===== src/rtl/axis_vip_pkg.sv =====
// axis_vip_pkg: shared types and constants for the image VIP stream blocks
package axis_vip_pkg;

    typedef enum logic [1:0] {IDLE, SEND, GAP, DONE} frame_src_state_t;

    localparam logic PAT_SEQ      = 1'b0;
    localparam logic PAT_COORD    = 1'b1;
    localparam int   SOURCE_BYTES = 4;

endpackage


===== src/rtl/axis_frame_cnt.sv =====
// axis_frame_cnt: column/row/sequence counters with line and frame terminal flags
module axis_frame_cnt #(
    parameter int WIDTH    = 16,
    parameter int HEIGHT   = 8,
    parameter int CNT_BITS = 16
) (
    input  logic                clk_i,
    input  logic                rst_i,
    input  logic                clr,
    input  logic                adv,
    output logic [CNT_BITS-1:0] col_nxt,
    output logic [CNT_BITS-1:0] row_nxt,
    output logic [CNT_BITS-1:0] seq_nxt,
    output logic                line_end,
    output logic                frame_end
);

    logic [CNT_BITS-1:0] col, row, seq;

    // The *_nxt values are the coordinates of the beat that follows the current one
    always_comb begin
        line_end  = col == CNT_BITS'(WIDTH - 1);
        frame_end = line_end && row == CNT_BITS'(HEIGHT - 1);
        col_nxt   = line_end ? '0 : col + 1'b1;
        row_nxt   = line_end ? row + 1'b1 : row;
        seq_nxt   = seq + 1'b1;
    end

    always_ff @(posedge clk_i or posedge rst_i) begin
        if (rst_i) begin
            col <= '0;
            row <= '0;
            seq <= '0;
        end else if (clr) begin
            col <= '0;
            row <= '0;
            seq <= '0;
        end else if (adv) begin
            col <= col_nxt;
            row <= row_nxt;
            seq <= seq_nxt;
        end
    end

endmodule


===== src/rtl/axis_frame_src.sv =====
// axis_frame_src: AXI-Stream master emitting synthetic WIDTH x HEIGHT frames
// with line gaps, TLAST per line and a frame_done pulse.
module axis_frame_src
    import axis_vip_pkg::*;
#(
    parameter int OUTPUT_BYTES = SOURCE_BYTES,
    parameter int OUTPUT_BITS  = OUTPUT_BYTES * 8,
    parameter int WIDTH        = 16,
    parameter int HEIGHT       = 8,
    parameter int LINE_GAP     = 0,
    parameter int CNT_BITS     = 16
) (
    input  logic                   clk_i,
    input  logic                   rst_i,
    input  logic                   start_i,
    input  logic                   pattern_sel_i,
    output logic                   busy_o,
    output logic                   frame_done_o,
    output logic [OUTPUT_BITS-1:0] axis_m_data_o,
    output logic                   axis_m_valid_o,
    input  logic                   axis_m_ready_i,
    output logic                   axis_m_last_o
);

    frame_src_state_t     state;
    logic                 pat;
    logic [CNT_BITS-1:0]  gap_cnt;
    logic [CNT_BITS-1:0]  col_nxt, row_nxt, seq_nxt;
    logic                 line_end, frame_end;
    logic                 hs, clr, adv;
    logic [OUTPUT_BITS-1:0] data_nxt;

    always_comb begin
        hs       = axis_m_valid_o && axis_m_ready_i;
        clr      = state == IDLE && start_i;
        adv      = state == SEND && hs;
        data_nxt = pat == PAT_COORD ? OUTPUT_BITS'({row_nxt, col_nxt}) : OUTPUT_BITS'(seq_nxt);
    end

    axis_frame_cnt #(
        .WIDTH    (WIDTH),
        .HEIGHT   (HEIGHT),
        .CNT_BITS (CNT_BITS)
    ) u_cnt (
        .clk_i     (clk_i),
        .rst_i     (rst_i),
        .clr       (clr),
        .adv       (adv),
        .col_nxt   (col_nxt),
        .row_nxt   (row_nxt),
        .seq_nxt   (seq_nxt),
        .line_end  (line_end),
        .frame_end (frame_end)
    );

    // Next beat's data/last are loaded on the handshake edge so outputs stay registered
    always_ff @(posedge clk_i or posedge rst_i) begin
        if (rst_i) begin
            state          <= IDLE;
            pat            <= PAT_SEQ;
            gap_cnt        <= '0;
            busy_o         <= 1'b0;
            frame_done_o   <= 1'b0;
            axis_m_data_o  <= '0;
            axis_m_valid_o <= 1'b0;
            axis_m_last_o  <= 1'b0;
        end else begin
            case (state)
                IDLE: if (start_i) begin
                    pat            <= pattern_sel_i ? PAT_COORD : PAT_SEQ;
                    state          <= SEND;
                    busy_o         <= 1'b1;
                    axis_m_valid_o <= 1'b1;
                    axis_m_data_o  <= '0;
                    axis_m_last_o  <= WIDTH == 1;
                end
                SEND: if (hs) begin
                    if (frame_end) begin
                        state          <= DONE;
                        axis_m_valid_o <= 1'b0;
                        axis_m_last_o  <= 1'b0;
                        frame_done_o   <= 1'b1;
                    end else begin
                        axis_m_data_o <= data_nxt;
                        axis_m_last_o <= col_nxt == CNT_BITS'(WIDTH - 1);
                        if (line_end && LINE_GAP > 0) begin
                            state          <= GAP;
                            axis_m_valid_o <= 1'b0;
                            gap_cnt        <= '0;
                        end
                    end
                end
                GAP: begin
                    gap_cnt <= gap_cnt + 1'b1;
                    if (gap_cnt == CNT_BITS'(LINE_GAP - 1)) begin
                        state          <= SEND;
                        axis_m_valid_o <= 1'b1;
                    end
                end
                DONE: begin
                    state        <= IDLE;
                    busy_o       <= 1'b0;
                    frame_done_o <= 1'b0;
                end
                default: state <= IDLE;
            endcase
        end
    end

endmodule


===== config.mk =====
export PLATFORM = sky130hd
export DESIGN_NAME = axis_frame_src
export DESIGN_NICKNAME = d
export VERILOG_FILES = /design/src/rtl/axis_vip_pkg.sv /design/src/rtl/axis_frame_cnt.sv /design/src/rtl/axis_frame_src.sv
export SDC_FILE = /design/constraint.sdc
export NUM_CORES = 1
export LEC_CHECK = 0
export CAP_MARGIN = 30
export CORE_ASPECT_RATIO = 1.5
export CORE_UTILIZATION = 55
export CTS_BUF_LIST = sky130_fd_sc_hd__clkbuf_4 sky130_fd_sc_hd__clkbuf_8
export DETAILED_ROUTE_END_ITERATION = 8
export GPL_ROUTABILITY_DRIVEN = 0
export GPL_TIMING_DRIVEN = 0
export PLACE_DENSITY = 0.78
export SYNTH_ARGS = -nofsm -noshare
export SYNTH_HDL_FRONTEND = slang
export SYNTH_HIERARCHICAL = 1
export SYNTH_SLANG_ARGS = --single-unit

===== constraint.sdc =====
create_clock -name clk_i -period 2.9 [get_ports clk_i]
set_clock_uncertainty 0.2 [all_clocks]
set_input_delay 0.29 -clock clk_i [delete_from_list [all_inputs] [get_ports clk_i]]
set_output_delay 0.29 -clock clk_i [all_outputs]
set_load 0.02 [all_outputs]

# ---- After elaboration in Yosys (flattened, before gate mapping)
# Cells that the tools add are included.
dict set report word_totals {
  reg_bits 103
  output_inout_bits 36
  inputBits 5
}
dict set report classes {
  n_eq_ne 12
  addsub 4
  reduce_logical 17
  mux 32
}
# op count
set ops {}
lappend ops {{$mux W16} 8}
lappend ops {{$mux W32} 4}
lappend ops {{$add A16 B1 Y16 const B} 4}
lappend ops {{$pmux W32 S2} 1}
lappend ops {{$eq A16 B4 Y1 const B} 2}
lappend ops {{$eq A16 B16 Y1 const B} 1}
lappend ops {{$eq A16 B3 Y1 const B} 1}
lappend ops {{$mux W1} 10}
lappend ops {{$ne A2 B2 Y1 const B} 5}
lappend ops {{$mux W2} 4}
lappend ops {{$pmux W2 S4} 1}
lappend ops {{$reduce_and A4 Y1} 2}
lappend ops {{$reduce_bool A2 Y1} 4}
lappend ops {{$pmux W1 S2} 3}
lappend ops {{$reduce_and A3 Y1} 2}
lappend ops {{$reduce_and A5 Y1} 1}
lappend ops {{$eq A2 B2 Y1 const B} 2}
lappend ops {{$logic_and A1 B1 Y1} 4}
lappend ops {{$reduce_and A2 Y1} 2}
lappend ops {{$pmux W1 S3} 1}
lappend ops {{$reduce_bool A3 Y1} 1}
lappend ops {{$eq A2 B1 Y1 const B} 1}
lappend ops {{$logic_not A2 Y1} 1}

# ---- Logic depth before layout (Yosys ltp)
dict set report depth {
  depth_word 6
  mapped_depth 11
}

# ---- Modules after synthesis
# Netlist, hierarchy kept.
# mod area_each_um2 instances cells_per_inst
set by_module_without_submodules {}
lappend by_module_without_submodules {axis_frame_cnt 3419.5 1 395}
lappend by_module_without_submodules {axis_frame_src 2651.3 1 248}

# ---- Least setup slack after synthesis
# Ideal clock, no wire load.
dict set report synth_timing {
  path_type {flip-flop to flip-flop}
  from {register u_cnt.col[5]}
  to {register axis_m_data_o[0]}
  setup_slack_ps 14
  setup_ps 125
  n_path_buf 4
  arrival_ps 2561
  path_stages_with_launch 10
  path_cell_list {dfrtp_1 buf_2 nor4_4 nand4_2 buf_2 buf_1 nor3_1 o32ai_4 buf_4 mux2_2}
}
dict set report synth_via {
  word_cells_on_any_way 9
  classes_between {eq/ne (2); mux (5); reduce/logical (2)}
}
# item line
set synth_rtl {}
lappend synth_rtl {{start: declaration} axis_frame_cnt.sv:18} ;# logic [CNT_BITS-1:0] col, row, seq;
lappend synth_rtl {{start signal: assignment} axis_frame_cnt.sv:39} ;# col <= col_nxt;
lappend synth_rtl {{$eq A16 B4 Y1} axis_frame_cnt.sv:22} ;# line_end = col == CNT_BITS'(WIDTH - 1);
lappend synth_rtl {{$logic_and A1 B1 Y1} axis_frame_cnt.sv:23} ;# frame_end = line_end && row == CNT_BITS'(HEIGHT - 1);
lappend synth_rtl {{named net frame_end} axis_frame_src.sv:29} ;# logic line_end, frame_end;
lappend synth_rtl {{$ne A2 B2 Y1 (no source line)} n/a}
lappend synth_rtl {{$reduce_and A4 Y1 (no source line)} n/a}
lappend synth_rtl {{end signal: assignment} axis_frame_src.sv:84} ;# axis_m_data_o <= data_nxt;
lappend synth_rtl {{end: declaration} axis_frame_src.sv:19} ;# output logic [OUTPUT_BITS-1:0] axis_m_data_o,
# The timed path passes the listed nets, and every way through them passes these cells. The select of a mux whose other input is x is not followed.
# A chain may end at the register's enable or synchronous reset.

# ---- Worst setup path after layout
dict set report layout_timing {
  from {register u_cnt.col[0]}
  to {register axis_m_last_o}
}
dict set report layout_via {
  elab_chain_cells 6
  word_cells_on_any_way 8
  classes_between {add/sub (1); eq/ne (2); mux (4); reduce/logical (1)}
}
# item line
set layout_lines {}
lappend layout_lines {{$add A16 B1 Y16 / $eq A16 B4 Y1 (equally long branches)} {axis_frame_cnt.sv:24, axis_frame_cnt.sv:22}}
lappend layout_lines {{$mux W16 *} axis_frame_cnt.sv:24} ;# col_nxt = line_end ? '0 : col + 1'b1;
lappend layout_lines {{named net col_nxt[8]} axis_frame_src.sv:28} ;# logic [CNT_BITS-1:0] col_nxt, row_nxt, seq_nxt;
lappend layout_lines {{$eq A16 B4 Y1 *} axis_frame_src.sv:85} ;# axis_m_last_o <= col_nxt == CNT_BITS'(WIDTH - 1);
lappend layout_lines {{$mux W1 *} axis_frame_src.sv:78} ;# if (frame_end) begin
lappend layout_lines {{$mux W1 *} axis_frame_src.sv:77} ;# SEND: if (hs) begin
lappend layout_lines {{$pmux W1 S2 *} axis_frame_src.sv:68} ;# case (state)
lappend layout_lines {{end signal: assignment} axis_frame_src.sv:85}
lappend layout_lines {{end: declaration} axis_frame_src.sv:22} ;# output logic axis_m_last_o
# The timed path passes the listed nets; every way through them passes the cells marked *. The select of a mux whose other input is x is not followed.

==> flow_summary.toml <==
[global_route]
grt_usage_pct = 27.35
grt_first_pass_wirelength_um = 24330
grt_max_degree = 33
grt_pass1_vias = 5141
globalRouteOverflowTotal = 0
antenna_found_initial = 0

[timing]
fin_crit_ns = 2.831
rsz0062_at_grt = "true"
drv_slew = 0
timing.final.ws_setup_ns = 0.06922
max_freq_ghz = 0.3533
hold_viol = 0
relSlewSlack_pct = 57.44
setup_violations = 0
period_share_pct = 97.61
fin_tns_setup_ns = 0
max_slew.worst_pin.slew_ns = 0.6375

[placed_design]
postPlaceCellArea_um2 = 6699
post-place-cells = 829
io_buffers = 40
dp_hpwl_um = 10900
dp_slack_ns = -0.8200

[clock_tree]
tritoncts = "done"
htreeDepth = 3
cts_root_buf = "clkbuf_8"
clk_latency_ns = 0.38
clock_sinks = 103
numCtsBuffers = 9
path_clk_slew_ns = 0.11
clockBufferDepth = 2

[floorplan]
die_h_um = 130.7
pin_count = 41
core_um2 = 10650
start_util_pct = 57.02
die_area_um2 = 11470
num_rows = 46
die_w_um = 87.78

[pwr]
pwr_density_cell_nw_per_um2 = 352.5
p_leak_nw = 3.122
ir_worst_vdd_uv = 255.9

[worst_setup_path]
r2r_start = "u_cnt/col[0]$_DFFE_PP0P_"
worstSetupPathType = "reg2reg"
required_ns = 3.02
arrival_ns = 2.95
crit_start = "u_cnt/col[0]$_DFFE_PP0P_"
cp-end-kind = "register"
start_kind = "register"
path_max_fanout = 10

[synthesis]
synth_top_flop_cell = "dfrtp_1"
syn-num-nets = 652
yosys-top-cells-area = "dfrtp_1 42%, xnor2_1 6.2%, xor2_1 4.3%, nand3_1 4.0%, mux2_2 3.7%"
async_reset_ff_share_pct = 100.0
syn_area_um2 = 6071
synth.most_common_cell = "dfrtp_1"
synthCells = 643
syn_avg_cell_area_um2 = 9.441
yosys.area.top_type = "dfrtp_1"
yosys.cell_types.count = 53
synth_top_area_share_pct = 42.46
synth_top_cells_by_count = "103 x dfrtp_1, 51 x nor2_1, 48 x nand3_1"
yosysSeqAreaShare_pct = 42.46
synth-seq-cells = 103
synth-edff-count = 0
yosysWarnings = 6

[routing]
route.detailed.drc = 0
routed_wl_um = 14640
ant_nets = 0
num_vias = 5174
dr.pass1.iters = 5
vias_per_cell = 6.123
drtIter0Drc = 362
wl_per_cell_um = 17.32

[finish]
nNetsFinal = 705
area_growth_pct = 14.37
fin_cells = 845
utilization_pct = 65.21
drive_gt1_share_pct = 13.27
antennaDiodeCount = 0
final_cell_area_um2 = 6943

[run]
maxCapViolations = 0

[run_status]
status = "complete, no violations"

[hold_path]
hp-class = "in2async"
## critical path, cell delays in order, from the launching register on
cell and delay (ns):
dfrtp_1 0.44, ha_1 0.27, and3_1 0.24, buf_2 0.26, nand3_1 0.18, xnor2_1 0.21, nor4_2 0.35, nand4_1 0.16
nor3_2 0.27, a41o_1 0.19
## metal layers
layer  vias to the layer above  global-route usage [%]  share of wire [%]
met3                        53                   2.952                4.4
met1                      2557                   31.48                 39
met4                         0                   16.30                4.6
met2                       177                   48.43                 52
met5                         -                       0                  0
li1                       2387                       -                  -
## cells by family after synthesis
group,synth area share (%)
xor gates and xnor gates,10.53
muxes,6.513
and+or+nand+nor,24.86
DFF,42.46
AOI/OAI and AO/OA,8.904
buffers and inverters,5.915
adders and majority gates,0.8244
## state kept, by name, summed over array words and instances, names as in the netlist
register / count
gap_cnt: 16
axis_m_data_o: 32
busy_o: 1
axis_m_valid_o: 1
state: 2
pat: 1
u_cnt/seq: 16
frame_done_o: 1
u_cnt/row: 16
u_cnt/col: 16
axis_m_last_o: 1
## repair_timing
| item | in CTS | in global routing |
|---|---|---|
| hold buffers | 0 | 0 |
| gates resized for setup | 6 | 7 |
| pin swaps | 1 | 1 |
| cloned | 0 | 0 |
| endpoints found under the setup margin | 46 | 28 |
| setup buffers | 0 | 2 |
## final timing paths
| path | to | slack (ns) | depth (start not counted) |
|---|---|---|---|
| worst max-delay path | axis_m_last_o$_DFFE_PP0P_ | 0.07 | 9 |
| worst min-delay path | busy_o$_DFFE_PP0P_ | 0.13 | 2 |
| worst max register to register | axis_m_last_o$_DFFE_PP0P_ | 0.07 | 9 |
| worst min register to register | gap_cnt[12]$_DFFE_PP0N_ | 0.28 | 1 |
| max in group asynchronous | u_cnt/col[1]$_DFFE_PP0P_ | 1.77 | 3 |
| min in group clk_i | gap_cnt[12]$_DFFE_PP0N_ | 0.28 | 1 |
## stage by stage
step / total power [mW] / hold WS [ns]
finish: 2.448 / 0.1340
global route: 2.532 / 0.1949
CTS: 2.473 / 0.1234
detailed placement: 1.601 / 0.2703
global placement: 1.589 / 0.2596
floorplan: 1.546 / 0.2068
## cells in the final DEF (no fill, tap or decap), drive strengths merged, types with 3 or more instances in the layout
cell type | netlist | layout
dfrtp | 103 | 103
nor2 | 52 | 52
nand3 | 48 | 48
xnor2 | 43 | 43
nand2 | 42 | 42
clkdlybuf4s50 | 0 | 40
clkbuf | 22 | 32
inv | 29 | 31
xor2 | 30 | 30
o21ai | 30 | 30
buf | 25 | 28
a21oi | 27 | 27
nand4 | 25 | 25
nor4 | 22 | 22
mux2 | 20 | 20
nor3 | 19 | 19
mux2i | 17 | 17
or4 | 15 | 15
and3 | 10 | 10
o31ai | 10 | 10
or3 | 9 | 9
nor2b | 5 | 5
and4 | 5 | 5
ha | 4 | 4
nor4b | 4 | 4
nand2b | 4 | 4
clkinvlp | 0 | 3
a31o | 3 | 3
## report_power, final
group / internal, mW / switching, mW
registers: 1.45 / 0.00688
logic: 0.0446 / 0.0703
clock network: 0.365 / 0.513
total: 1.86 / 0.590
## layout make-up
type	count	area, µm²
Inverter	29	108.9
Clock buffer	11	151.4
Multi-Input combinational cell	464	3167
Timing Repair Buffer	44	462.9
Buffer	45	255.2
Fill cell	862	3705
Clock inverter	5	40.04
Tap cell	144	180.2
Sequential cell	103	2577
(Power assumes the default switching activity.)
==> patch, RTL diff (same flow settings) <==
The 4 states of `frame_src_state_t` get a Gray code encoding in 2 bits.
--- a/src/rtl/axis_vip_pkg.sv
+++ b/src/rtl/axis_vip_pkg.sv
@@ -2,5 +2,5 @@
 package axis_vip_pkg;
 
-    typedef enum logic [1:0] {IDLE, SEND, GAP, DONE} frame_src_state_t;
+    typedef enum logic [1:0] {IDLE = 2'b00, SEND = 2'b01, GAP = 2'b11, DONE = 2'b10} frame_src_state_t;
 
     localparam logic PAT_SEQ      = 1'b0;
Formal check against the unedited RTL: same outputs for any inputs over 10 cycles, from zero or initial values and one cycle with rst_i high; not proved beyond that.
==> patch against the unedited design <==
- synthesized area shrank 0.27%
- cell area grew 0.40%
- routed wire length grew 2.8%
- critical path depth is the same
- via count grew 1.1%
- worst setup slack gained 0.063 ns
- largest cell class unchanged
- sequential share of layout area shrank 0.15 points
- sequential cell count is the same
Power is not compared: it rests on default switching activity, and its combinational part moved more than twofold at a synthesized area within 25%.
==> patch: results (changes against the unedited design) <==
<table>
<tr><th>Metric</th><th>Value</th></tr>
<tr><th colspan="2">Global route</th></tr>
<tr><td>Global-route met3 utilization</td><td>4.59% (+1.6 points)</td></tr>
<tr><td>First-pass GRT wire length</td><td>25000 um (+2.7%)</td></tr>
<tr><td>Via count of the first global-routing pass</td><td>5175 (+0.66%)</td></tr>
<tr><td>GRT Resource Usage Total</td><td>28.3% (+1.0 points)</td></tr>
<tr><th colspan="2">Critical path</th></tr>
<tr><td>Worst setup slack for register-to-register paths</td><td>0.13 ns (+0.06 ns)</td></tr>
<tr><td>Critical path arrival</td><td>2.87 ns (-0.08 ns)</td></tr>
<tr><td>CP Launch Point</td><td>state[1]$_DFFE_PP0P_</td></tr>
<tr><th colspan="2">Final layout</th></tr>
<tr><td>Number of filler instances in the final layout</td><td>866 (+0.46%)</td></tr>
<tr><td>Nets@finish</td><td>731 (+3.7%)</td></tr>
<tr><td>Number of cells in the finished layout apart from fillers</td><td>867 (+2.6%)</td></tr>
<tr><td>Layout cell share with drive strength beyond 1</td><td>13.1% (-0.13 points)</td></tr>
<tr><th colspan="2">Yosys</th></tr>
<tr><td>Commonest cells in the netlist</td><td>sky130_fd_sc_hd__dfrtp_1 (103), sky130_fd_sc_hd__nand2_1 (99), sky130_fd_sc_hd__xnor2_1 (42)</td></tr>
<tr><td>Arithmetic-cell share of the synthesized area counting full adders, half adders and majority gates</td><td>1.65% (+0.83 points)</td></tr>
<tr><td>Post-Syn Nets</td><td>676 (+3.7%)</td></tr>
<tr><td>Complex-gate fraction of the synthesized area</td><td>9.73% (+0.83 points)</td></tr>
<tr><td>Count of different cell masters after synthesis</td><td>51 (-3.8%)</td></tr>
<tr><td>Cell count after synthesis</td><td>663 (+3.1%)</td></tr>
<tr><th colspan="2">STA</th></tr>
<tr><td>Final hold slack</td><td>0.116 ns (-0.0176 ns)</td></tr>
<tr><td>Final min period</td><td>2.77 ns (-0.0630 ns)</td></tr>
<tr><th colspan="2">Routing</th></tr>
<tr><td>Drt wl/cell</td><td>17.4 um (+0.18%)</td></tr>
<tr><td>Met2 routed WL</td><td>7880 um (+2.9%)</td></tr>
<tr><td>WL met1</td><td>5910 um (+4.5%)</td></tr>
<tr><td>WL met3</td><td>617 um (-4.5%)</td></tr>
<tr><th colspan="2">Placed design</th></tr>
<tr><td>Cell area after placement</td><td>6680 um^2 (-0.28%)</td></tr>
<tr><td>Total half-perimeter wirelength after legalization and detailed placement</td><td>11200 um (+2.6%)</td></tr>
<tr><td>Worst Setup Slack post-DPL</td><td>-0.825 ns (-0.00531 ns)</td></tr>
<tr><th colspan="2">Outcome</th></tr>
<tr><td>Run status</td><td>finished, final reports clean</td></tr>
</table>
[patch: final cells by class]
cell class	count	area share [%]
Tap cell	144	2.58
Multi-Input combinational cell	496	47.0
Timing Repair Buffer	46	6.75
Inverter	15	0.808
Clock buffer	11	2.08
Buffer	47	3.37
Clock inverter	5	0.467
Sequential cell	103	37.0
[patch: power by group]
part	internal (mW)	total [mW]	switching, mW
combinational	0.694	1.80	1.10
clock	0.346	0.836	0.490
sequential	1.61	1.77	0.167
total	2.65	4.41	1.76
[patch: critical path, delay by kind of cell, from the launching register on]
kind,cells,cell delay (ns)
AO/OA/AOI/OAI,1,0.16
adder cells (fa/ha/maj),1,0.22
buffers and inverters,3,0.58
AND/OR/NAND/NOR,4,1.11
flip-flops,1,0.43
[patch: timing repair]
action	4_1_cts	5_1_grt
resized for setup	24	8
setup buffers	3	1
setup endpoints to repair	82	29
hold endpoints to repair	0	0
pin swaps	3	1
